==> src/rtl/branch_pred_pkg.sv <==
// ============================================================================
// Module  : branch_pred_pkg
// Brief   : Shared types and counter helpers for the branch predictor.
// Revision: 1.0 - initial release
// ============================================================================
`default_nettype none

package branch_pred_pkg;

  // Counters are stored at a fixed maximum width; CNT_WIDTH must not exceed it.
  localparam int unsigned CNT_MAX_W = 8;

  typedef logic [CNT_MAX_W-1:0] cnt_t;

  typedef enum logic {
    BR_BRANCH = 1'b0,
    BR_RET    = 1'b1
  } br_type_e;

  typedef struct packed {
    logic        valid;
    br_type_e    is_ret;
    logic [31:0] pc;
    logic [31:0] target;
    cnt_t        cnt;
  } btb_entry_t;

  // Weakly-taken start value: only the counter MSB set.
  function automatic cnt_t cnt_init(input int unsigned width);
    cnt_init = cnt_t'(1) << (width - 1);
  endfunction

  function automatic cnt_t cnt_limit(input int unsigned width);
    cnt_limit = (cnt_t'(1) << width) - cnt_t'(1);
  endfunction

endpackage

`default_nettype wire

==> src/rtl/ret_addr_stack.sv <==
// ============================================================================
// Module  : ret_addr_stack
// Brief   : Circular return-address stack; overflow overwrites the oldest.
// Revision: 1.0 - initial release
// ============================================================================
`default_nettype none

module ret_addr_stack #(
  parameter int unsigned RAS_DEPTH = 8
) (
  input  logic        clk,
  input  logic        reset_n,
  input  logic        i_flush,
  input  logic        i_push,
  input  logic [31:0] i_push_adr,
  input  logic        i_pop,
  output logic [31:0] o_top_adr,
  output logic        o_full,
  output logic        o_empty
);

  localparam int unsigned c_PTR_W = $clog2(RAS_DEPTH);
  localparam int unsigned c_CNT_W = c_PTR_W + 1;

  logic [31:0]        r_stack [RAS_DEPTH];
  logic [c_PTR_W-1:0] r_top;
  logic [c_CNT_W-1:0] r_count;

  logic               w_full;
  logic               w_empty;
  logic               w_do_push;
  logic               w_do_replace;
  logic               w_do_pop;
  logic [c_PTR_W-1:0] w_top_inc;

  assign w_full       = (r_count == c_CNT_W'(RAS_DEPTH));
  assign w_empty      = (r_count == '0);
  // Push+pop on an empty stack has nothing to replace, so it is a plain push.
  assign w_do_push    = i_push & (~i_pop | w_empty);
  assign w_do_replace = i_push & i_pop & ~w_empty;
  assign w_do_pop     = i_pop & ~i_push & ~w_empty;
  assign w_top_inc    = r_top + c_PTR_W'(1);

  always_ff @(posedge clk) begin
    if (!reset_n || i_flush) begin
      r_top   <= '0;
      r_count <= '0;
    end else if (w_do_push) begin
      r_top <= w_top_inc;
      if (!w_full) begin
        r_count <= r_count + c_CNT_W'(1);
      end
    end else if (w_do_pop) begin
      r_top   <= r_top - c_PTR_W'(1);
      r_count <= r_count - c_CNT_W'(1);
    end
  end

  always_ff @(posedge clk) begin
    if (reset_n && !i_flush && (w_do_push || w_do_replace)) begin
      r_stack[w_do_push ? w_top_inc : r_top] <= i_push_adr;
    end
  end

  assign o_top_adr = r_stack[r_top];
  assign o_full    = w_full;
  assign o_empty   = w_empty;

endmodule

`default_nettype wire

==> src/rtl/branch_pred.sv <==
// ============================================================================
// Module  : branch_pred
// Brief   : Fully-associative BTB with saturating counters plus a RAS.
// Revision: 1.0 - initial release
// ============================================================================
`default_nettype none

module branch_pred
  import branch_pred_pkg::*;
#(
  parameter int unsigned BTB_ENTRIES = 4,
  parameter int unsigned RAS_DEPTH   = 8,
  parameter int unsigned CNT_WIDTH   = 2
) (
  input  logic        clk,
  input  logic        reset_n,
  input  logic        LOOKUP_VALID_SI,
  input  logic [31:0] LOOKUP_ADR_SI,
  output logic        PRED_TAKEN_SI,
  output logic [31:0] PRED_ADR_SI,
  output logic        BTB_HIT_SI,
  input  logic        UPD_VALID_RD,
  input  logic [31:0] UPD_ADR_RD,
  input  logic [31:0] UPD_TARGET_RD,
  input  logic        UPD_TAKEN_RD,
  input  logic        UPD_IS_RET_RD,
  input  logic        RAS_PUSH_RD,
  input  logic [31:0] RAS_PUSH_ADR_RD,
  input  logic        RAS_POP_RD,
  input  logic        FLUSH_ALL_SD,
  output logic        RAS_FULL_SI,
  output logic        RAS_EMPTY_SI
);

  localparam int unsigned c_IDX_W    = $clog2(BTB_ENTRIES);
  localparam cnt_t        c_CNT_INIT = cnt_init(CNT_WIDTH);
  localparam cnt_t        c_CNT_MAX  = cnt_limit(CNT_WIDTH);

  btb_entry_t         r_btb [BTB_ENTRIES];
  logic [c_IDX_W-1:0] r_rr_ptr;

  logic               w_lk_hit;
  logic [c_IDX_W-1:0] w_lk_idx;
  logic               w_upd_hit;
  logic [c_IDX_W-1:0] w_upd_idx;
  logic               w_any_invalid;
  logic [c_IDX_W-1:0] w_free_idx;
  logic [c_IDX_W-1:0] w_alloc_idx;
  cnt_t               w_cnt_cur;
  cnt_t               w_cnt_next;
  btb_entry_t         w_lk_entry;
  logic [31:0]        w_ras_top;
  logic               w_ras_empty;
  logic               w_ras_full;

  // Tag search for lookup and update ports; descending scan makes the lowest free index win.
  always_comb begin
    w_lk_hit      = 1'b0;
    w_lk_idx      = '0;
    w_upd_hit     = 1'b0;
    w_upd_idx     = '0;
    w_any_invalid = 1'b0;
    w_free_idx    = '0;
    for (int i = BTB_ENTRIES - 1; i >= 0; i--) begin
      if (r_btb[i].valid && (r_btb[i].pc == LOOKUP_ADR_SI)) begin
        w_lk_hit = 1'b1;
        w_lk_idx = c_IDX_W'(i);
      end
      if (r_btb[i].valid && (r_btb[i].pc == UPD_ADR_RD)) begin
        w_upd_hit = 1'b1;
        w_upd_idx = c_IDX_W'(i);
      end
      if (!r_btb[i].valid) begin
        w_any_invalid = 1'b1;
        w_free_idx    = c_IDX_W'(i);
      end
    end
  end

  assign w_alloc_idx = w_any_invalid ? w_free_idx : r_rr_ptr;
  assign w_cnt_cur   = r_btb[w_upd_idx].cnt;

  always_comb begin
    w_cnt_next = w_cnt_cur;
    if (UPD_TAKEN_RD) begin
      if (w_cnt_cur != c_CNT_MAX) begin
        w_cnt_next = w_cnt_cur + cnt_t'(1);
      end
    end else if (w_cnt_cur != '0) begin
      w_cnt_next = w_cnt_cur - cnt_t'(1);
    end
  end

  always_ff @(posedge clk) begin
    if (!reset_n || FLUSH_ALL_SD) begin
      for (int i = 0; i < BTB_ENTRIES; i++) begin
        r_btb[i].valid <= 1'b0;
      end
      r_rr_ptr <= '0;
    end else if (UPD_VALID_RD) begin
      if (w_upd_hit) begin
        r_btb[w_upd_idx].cnt    <= w_cnt_next;
        r_btb[w_upd_idx].is_ret <= br_type_e'(UPD_IS_RET_RD);
        if (UPD_TAKEN_RD) begin
          r_btb[w_upd_idx].target <= UPD_TARGET_RD;
        end
      end else if (UPD_TAKEN_RD) begin
        r_btb[w_alloc_idx] <= '{valid:  1'b1,
                                is_ret: br_type_e'(UPD_IS_RET_RD),
                                pc:     UPD_ADR_RD,
                                target: UPD_TARGET_RD,
                                cnt:    c_CNT_INIT};
        // The pointer only moves when a live entry is evicted.
        if (!w_any_invalid) begin
          r_rr_ptr <= (r_rr_ptr == c_IDX_W'(BTB_ENTRIES - 1)) ? '0 : r_rr_ptr + c_IDX_W'(1);
        end
      end
    end
  end

  ret_addr_stack #(
    .RAS_DEPTH (RAS_DEPTH)
  ) u_ras (
    .clk        (clk),
    .reset_n    (reset_n),
    .i_flush    (FLUSH_ALL_SD),
    .i_push     (RAS_PUSH_RD),
    .i_push_adr (RAS_PUSH_ADR_RD),
    .i_pop      (RAS_POP_RD),
    .o_top_adr  (w_ras_top),
    .o_full     (w_ras_full),
    .o_empty    (w_ras_empty)
  );

  assign w_lk_entry = r_btb[w_lk_idx];

  always_comb begin
    BTB_HIT_SI    = 1'b0;
    PRED_TAKEN_SI = 1'b0;
    PRED_ADR_SI   = LOOKUP_ADR_SI + 32'd4;
    if (LOOKUP_VALID_SI && w_lk_hit) begin
      BTB_HIT_SI = 1'b1;
      if (w_lk_entry.is_ret == BR_RET) begin
        PRED_TAKEN_SI = ~w_ras_empty;
        PRED_ADR_SI   = w_ras_top;
      end else begin
        PRED_TAKEN_SI = w_lk_entry.cnt[CNT_WIDTH-1];
        PRED_ADR_SI   = w_lk_entry.target;
      end
    end
  end

  assign RAS_FULL_SI  = w_ras_full;
  assign RAS_EMPTY_SI = w_ras_empty;

endmodule

`default_nettype wire

==> config.mk <==
export PLATFORM = sky130hd
export DESIGN_NAME = branch_pred
export DESIGN_NICKNAME = d
export VERILOG_FILES = /design/src/rtl/branch_pred_pkg.sv /design/src/rtl/ret_addr_stack.sv /design/src/rtl/branch_pred.sv
export SDC_FILE = /design/constraint.sdc
export NUM_CORES = 1
export LEC_CHECK = 0
export CAP_MARGIN = 20
export CORE_MARGIN = 3
export CORE_UTILIZATION = 54
export CTS_CLUSTER_SIZE = 28
export DETAILED_ROUTE_END_ITERATION = 16
export GPL_TIMING_DRIVEN = 0
export PLACE_DENSITY = 0.77
export SYNTH_ARGS = -nofsm -noshare
export SYNTH_HDL_FRONTEND = slang
export SYNTH_SLANG_ARGS = --single-unit
==> constraint.sdc <==
create_clock -name clk -period 7.5 [get_ports clk]
set_input_delay 2.25 -clock clk [delete_from_list [all_inputs] [get_ports clk]]
set_output_delay 2.25 -clock clk [all_outputs]
set_load 0.01 [all_outputs]
==> metrics.yaml, run 1 <==
job:
  cap_violations: 0
timing:
  finalHoldViolCount: 0
  layout_setup_ws_ns: -0.01329
  worstMarginPinSlew_ns: 1.000
  final_max_slew_viol_count: 0
  period_share_pct: 100.2
  setup_viol: 2
  finClkSkew_ns: 0.03165
  rsz0062_at_grt: "yes"
  fin_crit_ns: 7.513
  setup_tns_ns: -0.01997
  relSlewSlack_pct: 32.97
  fmax_mhz: 133.1
clocking:
  cts-htree-levels: 2
  insertion_delay_ns: 0.63
  clock_sinks: 564
  hold_buffers: 0
  cts.path.max_buffers: 3
  cts_buffers: 56
  cts_tree: "built"
  root_buffer: "clkbuf_16"
  clkSlewWorstSetupHoldPaths_ns: 0.06
outcome:
  violations: "setup timing"
  status: "finished, violations left"
floorplan:
  rows: 80
  die_y_microns: 226.6
  fp.dieW_microns: 226.6
  core_sq_mm: 0.04795
  initial_core_util_pct: 54.81
  dieArea_sq_mm: 0.05135
  ios: 173
pwr:
  ir_drop_mv: 0.2159
  leakagePower_uw: 0.01046
  p_per_area_mw_per_mm2: 213.3
  finalPower_uw: 6815
hold_path:
  worst_hold_path_type: "flop to flop"
  min_from: "r_rr_ptr[1]"
synthesis:
  synth_most_common_cell: "edfxtp_1"
  syn-num-nets: 1888
  synthTopCellsByCount: "552 x edfxtp_1, 153 x xnor2_1, 144 x mux2i_1"
  ys_types: 65
  yosys.area.top_type_share_pct: 63.07
  syn_area_sq_mm: 0.02628
  synth-edff-count: 552
  ys_seq_elements: 564
  ys.flop_type: "edfxtp_1"
  yosys_warnings: 0
  synth_cells: 1740
  synthArstFlopShare_pct: 0
  yosysTopAreaCell: "edfxtp_1"
  yosys-top-cells-area: "edfxtp_1 63%, mux2i_1 5.5%, mux4_2 5.5%"
  syn_area_per_cell_sq_um: 15.10
  ys_seq_area_share_pct: 63.99
cells_and_area:
  area_growth_pct: 21.60
  multi_input_area_sq_mm: 0.009956
  layout-drive-gt1-share_pct: 23.25
  nFillCells: 3176
  regArea_sq_mm: 0.01682
  nets: 2096
  fin_area_sq_mm: 0.03196
detailed_routing:
  drc: 0
  routed_wl_microns: 75450
  num_vias: 16250
  wl_per_cell_microns: 28.92
  first_iter_violations: 1697
  dr.pass1.iters: 6
  ant_nets: 0
  viasPerCell: 6.227
critical_path:
  cp-start-kind: "primary input"
  regToRegStartpoint: "r_btb[2][42]"
  critPathKind: "primary input to primary output"
  worst_ep_required_time_ns: 5.25
  endpoint_kind: "primary output"
  crit_path_start: "LOOKUP_ADR_SI[31]"
  arrival_ns: 5.26
  crit_fanout: 8
placement:
  hpwlAfterDp_microns: 54710
  postPlaceCellArea_sq_mm: 0.02865
  finalWeightedCongestion: 1.016
  portBuffers: 109
grt:
  grt_pass1_wl_microns: 108100
  grtUsageTotal_pct: 29.37
  grt_pass1_vias: 16400
  grt_max_degree: 29
  antenna_found_initial: 5
  grt.overflow.total: 0
[cells in the final DEF (no fill, tap or decap), types with 24 or more instances in the layout]
cell type,count
mux4_2,64
mux2_2,37
nor4_1,45
mux2i_2,24
nor2_1,32
clkbuf_16,63
clkdlybuf4s50_1,74
inv_1,24
nand3_1,34
edfxtp_1,552
buf_4,26
buf_2,32
xor2_1,129
and2_1,35
clkbuf_1,62
nand4_1,47
mux2i_1,93
xnor2_1,134
nand2_1,58
nor2b_1,36
mux2i_4,27
[per-stage QoR]
stage	cells	hold slack, ns	worst slack (ns)	utilization, %
floorplan	1740	0.4843	0.05115	-
global placement	2464	0.5051	-2.730	58.69
global route	2608	0.6051	-0.06824	66.65
detailed placement	2481	0.5479	-2.610	59.75
finish	2609	0.5658	-0.01329	66.65
CTS	2595	0.5611	-0.03565	65.69
[sequential cells by signal, summed over array words and instances, names as in the netlist, named ones only]
name and cells:
r_rr_ptr 2, u_ras.r_top 3, r_btb 296, u_ras.r_stack 256, u_ras.r_count 4
[worst max-delay path: stages]
cell       delay (ns)
buf_8            0.13
xor2_4           0.19
nor4_4           0.38
nand4_1          0.15
or3_4            0.39
nor2b_4          0.15
o21ai_4          0.19
buf_12           0.14
clkbuf_16        0.19
buf_16           0.14
mux2i_1          0.08
mux2i_2          0.24
mux2i_1          0.13
mux2i_2          0.29
buf_2            0.20
[timing repair]
item                       4_1_cts  5_1_grt
resized for setup              379      110
pin swaps                       33       30
gates cloned                     1        3
buffers inserted                12       11
setup endpoints to repair       34       33
[per-layer routing]
metal  vias up  global-route usage [%]  wire (microns)
li1       7013                       -               -
met1      8227                   38.27           28630
met2       842                   49.45           37560
met3       160                   4.104            5682
met4         4                   13.47            3542
met5         -                       0              31
[worst paths after layout]
check / end / slack, ns / depth (start not counted)
worst max-delay path: PRED_ADR_SI[9] / -0.01 / 15
worst min-delay path: r_rr_ptr[1] / 0.57 / 2
worst max register to register: r_btb[3][3] / 2.13 / 13
worst min register to register: r_rr_ptr[1] / 0.57 / 2
[cells by family (layout without fill, tap and decap cells)]
kind of cell	Yosys count	count (layout)	share of synthesized area [%]
compound gates	89	89	2.390
xor+xnor	295	295	9.860
fa+ha+maj	11	11	0.5523
buf+inv	142	393	2.190
flops	564	564	63.99
mux	245	245	12.55
other cells	0	3	0
simple gates	394	394	8.465
[report_power, final]
| group | internal, uW | switching (uW) |
|---|---|---|
| logic | 231 | 323 |
| registers | 3470 | 14.9 |
| clock network | 1550 | 1220 |
[layout make-up]
| type | count | area share [%] |
|---|---|---|
| buffer | 117 | 2.799 |
| antenna | 3 | 0.02349 |
| tap | 615 | 2.408 |
| sequential | 564 | 52.62 |
| clock buffer | 63 | 4.467 |
| inverter | 24 | 0.2819 |
| timing repair buffer | 151 | 5.039 |
| clock inverter | 38 | 1.206 |
| multi-input combinational | 1034 | 31.15 |
No activity file was read; power rests on OpenSTA's default activity.
==> inputs of run 2 (changes only) <==
--- a/config.mk
+++ b/config.mk
@@ -8,6 +8,7 @@
 export CAP_MARGIN = 20
 export CORE_MARGIN = 3
 export CORE_UTILIZATION = 54
+export CTS_BUF_LIST = sky130_fd_sc_hd__clkbuf_16
 export CTS_CLUSTER_SIZE = 28
 export DETAILED_ROUTE_END_ITERATION = 16
 export GPL_TIMING_DRIVEN = 0
==> run 2 against run 1 <==
  * The flow still finishes with violations (setup timing)
  * Global-route usage is the same
  * Die area unchanged
  * Final cell count did not move
  * Sequential share of layout area stayed put
  * Register-to-register slack hardly changed
  * Clock power about the same
  * Sequential power is essentially flat
  * Flip-flop and latch count unchanged
  * Worst hold slack gained 0.0029 ns
  * First-iteration DRC count rose by 0.47%
  * Via count up 0.24%
  * Non-clock buffer count did not move
  * Critical path type unchanged
==> metrics.yaml, run 2 (synthesized netlist as in run 1, its figures left out) <==
outcome:
  status: "finished, violations left"
  violations: "setup timing"
placement:
  dp.cells: 2481
  finalWeightedCongestion: 1.016
  place_ws_ns: -2.610
  portBuffers: 109
  hpwlAfterDp_microns: 54710
timing:
  finClkSkew_ns: 0.03058
  final_max_slew_viol_count: 0
  fin_crit_ns: 7.514
  fmax_mhz: 133.1
  rsz0062_at_grt: "yes"
  finalHoldViolCount: 0
  setup_viol: 2
  layout_setup_ws_ns: -0.01380
  period_share_pct: 100.2
  relSlewSlack_pct: 32.93
  worstMarginPinSlew_ns: 1.001
detailed_routing:
  ant_nets: 0
  num_vias: 16290
  dr.pass1.iters: 5
  drc: 0
  viasPerCell: 6.242
  first_iter_violations: 1705
  routed_wl_microns: 75420
  wl_per_cell_microns: 28.91
cells_and_area:
  final_common_cell: "edfxtp_1"
  area_growth_pct: 21.60
  final_cells: 2609
  regMostFlops: "r_btb"
  reg.largest.list: "r_btb x296, u_ras.r_stack x256, u_ras.r_count x4"
  largest_reg_flops: 296
  final_cell_mix: "552 x edfxtp_1, 134 x xnor2_1, 129 x xor2_1"
  nets: 2096
  layout-drive-gt1-share_pct: 23.25
critical_path:
  slowest_delay_ns: 0.38
  crit_fanout: 8
  critical_path.cell_chain: "clkbuf_8, xnor2_1, nand4_1, nor3_1, nand4_1, nor2b_4, o21ai_4, buf_12, clkbuf_16, buf_16, mux2i_2, mux2i_2, mux2i_1, mux2i_2, buf_2"
  endpoint_kind: "primary output"
  crit_top_cell: "mux2i_2"
  crit_family: "simple AND/OR/NAND/NOR gates"
  crit_cells: 15
  cp-start-kind: "primary input"
  cp_slowest_cell: "xnor2_1"
  critPathKind: "primary input to primary output"
  ff2ff_path_depth: 13
  arrival_ns: 5.26
  path_buf_inv: 5
  worst_ep_required_time_ns: 5.25
grt:
  grt.overflow.total: 0
  antenna_found_initial: 5
  grt_max_degree: 29
  grt_pass1_wl_microns: 108100
  grtUsageTotal_pct: 29.37
  grt_pass1_vias: 16400
pwr:
  leakagePower_uw: 0.01049
  p_seq_share_pct: 51.2
  p_switching_uw: 1563
  p_per_area_mw_per_mm2: 213.0
  p_int_uw: 5244
  p_comb_share_pct: 8.1
  ir_drop_mv: 0.2163
  power_frac_clock_pct: 40.7
  switching_share_pct: 22.96
floorplan:
  fp.dieW_microns: 226.6
  ios: 173
  dieArea_sq_mm: 0.05135
  initial_core_util_pct: 54.81
  die_y_microns: 226.6
  core_sq_mm: 0.04795
  rows: 80
clocking:
  cts_buffers: 56
  hold_buffers: 0
  clkSlewWorstSetupHoldPaths_ns: 0.06
  cts.path.max_buffers: 3
  cts_tree: "built"
  cts-htree-levels: 2
  insertion_delay_ns: 0.63
  root_buffer: "clkbuf_16"
  clock_sinks: 564
hold_path:
  hold_path_depth: 2
  worst_hold_path_type: "flop to flop"
job:
  cap_violations: 0
[run 2: cell types whose count changed in the layout (fill, tap and decap cells not counted)]
cell      delta
clkbuf_1     -7
inv_1        +7
[run 2: area by class of cell]
class,count,area (sq um)
Inverter,24,90.09
Timing Repair Buffer,151,1610
Fill cell,3176,15990
Multi-Input combinational cell,1034,9956
Buffer,117,894.6
Tap cell,615,769.5
Antenna cell,3,7.507
Sequential cell,564,16820
Clock buffer,56,1401
Clock inverter,45,411.6
[run 2: worst register-to-register path, stage by stage (launching register included)]
cell and delay (ns):
edfxtp_1 0.45, xor2_1 0.27, nor4_1 0.76, nand3_1 0.45, or3_1 0.48, buf_6 0.16, a211oi_2 0.36, mux2_2 0.42
mux2_2 0.34, ha_1 0.28, mux2i_1 0.23, nand3b_1 0.19, nand2_1 0.15, nor3b_1 0.53
[run 2: metal layers]
metal / global-route usage [%] / up-vias / share of wire (%)
met1: 38.27 / 8237 / 38
met5: 0 / - / 0.041
met3: 4.104 / 168 / 7.6
li1: - / 7017 / -
met2: 49.45 / 859 / 50
met4: 13.47 / 4 / 4.8
[run 2: stage by stage]
step / utilization [%] / total power (uW) / hold slack [ns] / setup TNS, ns / area, sq um
finish: 66.65 / 6807 / 0.5687 / -0.02621 / 31960
global route: 66.65 / 6977 / 0.6051 / -0.1615 / 31950
CTS: 65.69 / 6798 / 0.5611 / -0.07831 / 31500
detailed placement: 59.75 / 4060 / 0.5479 / -77.20 / 28650
global placement: 58.69 / 4040 / 0.5051 / -378.45 / 28140
floorplan: - / 3832 / 0.4843 / 0 / 26280
[run 2: power groups by stage]
| stage | combinational (uW) | clock [uW] | sequential (uW) |
|---|---|---|---|
| 2_1_floorplan | 286 | 0 | 3550 |
| 5_1_grt | 581 | 2910 | 3480 |
| 3_5_place_dp | 510 | 0 | 3550 |
| 3_3_place_gp | 490 | 0 | 3550 |
| 6_report | 554 | 2770 | 3480 |
| 4_1_cts | 536 | 2780 | 3480 |
[run 2: worst paths after layout]
path                     startpoint        endpoint  slack, ns
setup / recovery  LOOKUP_ADR_SI[22]  PRED_ADR_SI[9]      -0.01
hold / removal          r_rr_ptr[1]     r_rr_ptr[1]       0.57
setup reg to reg       r_btb[2][42]     r_btb[3][3]       2.14
hold reg to reg         r_rr_ptr[1]     r_rr_ptr[1]       0.57
[run 2: timing repair]
action | CTS | global route
gates resized for setup | 379 | 110
buffers inserted | 12 | 11
setup endpoints to repair | 34 | 33
pin swaps | 33 | 30
cloned | 1 | 3
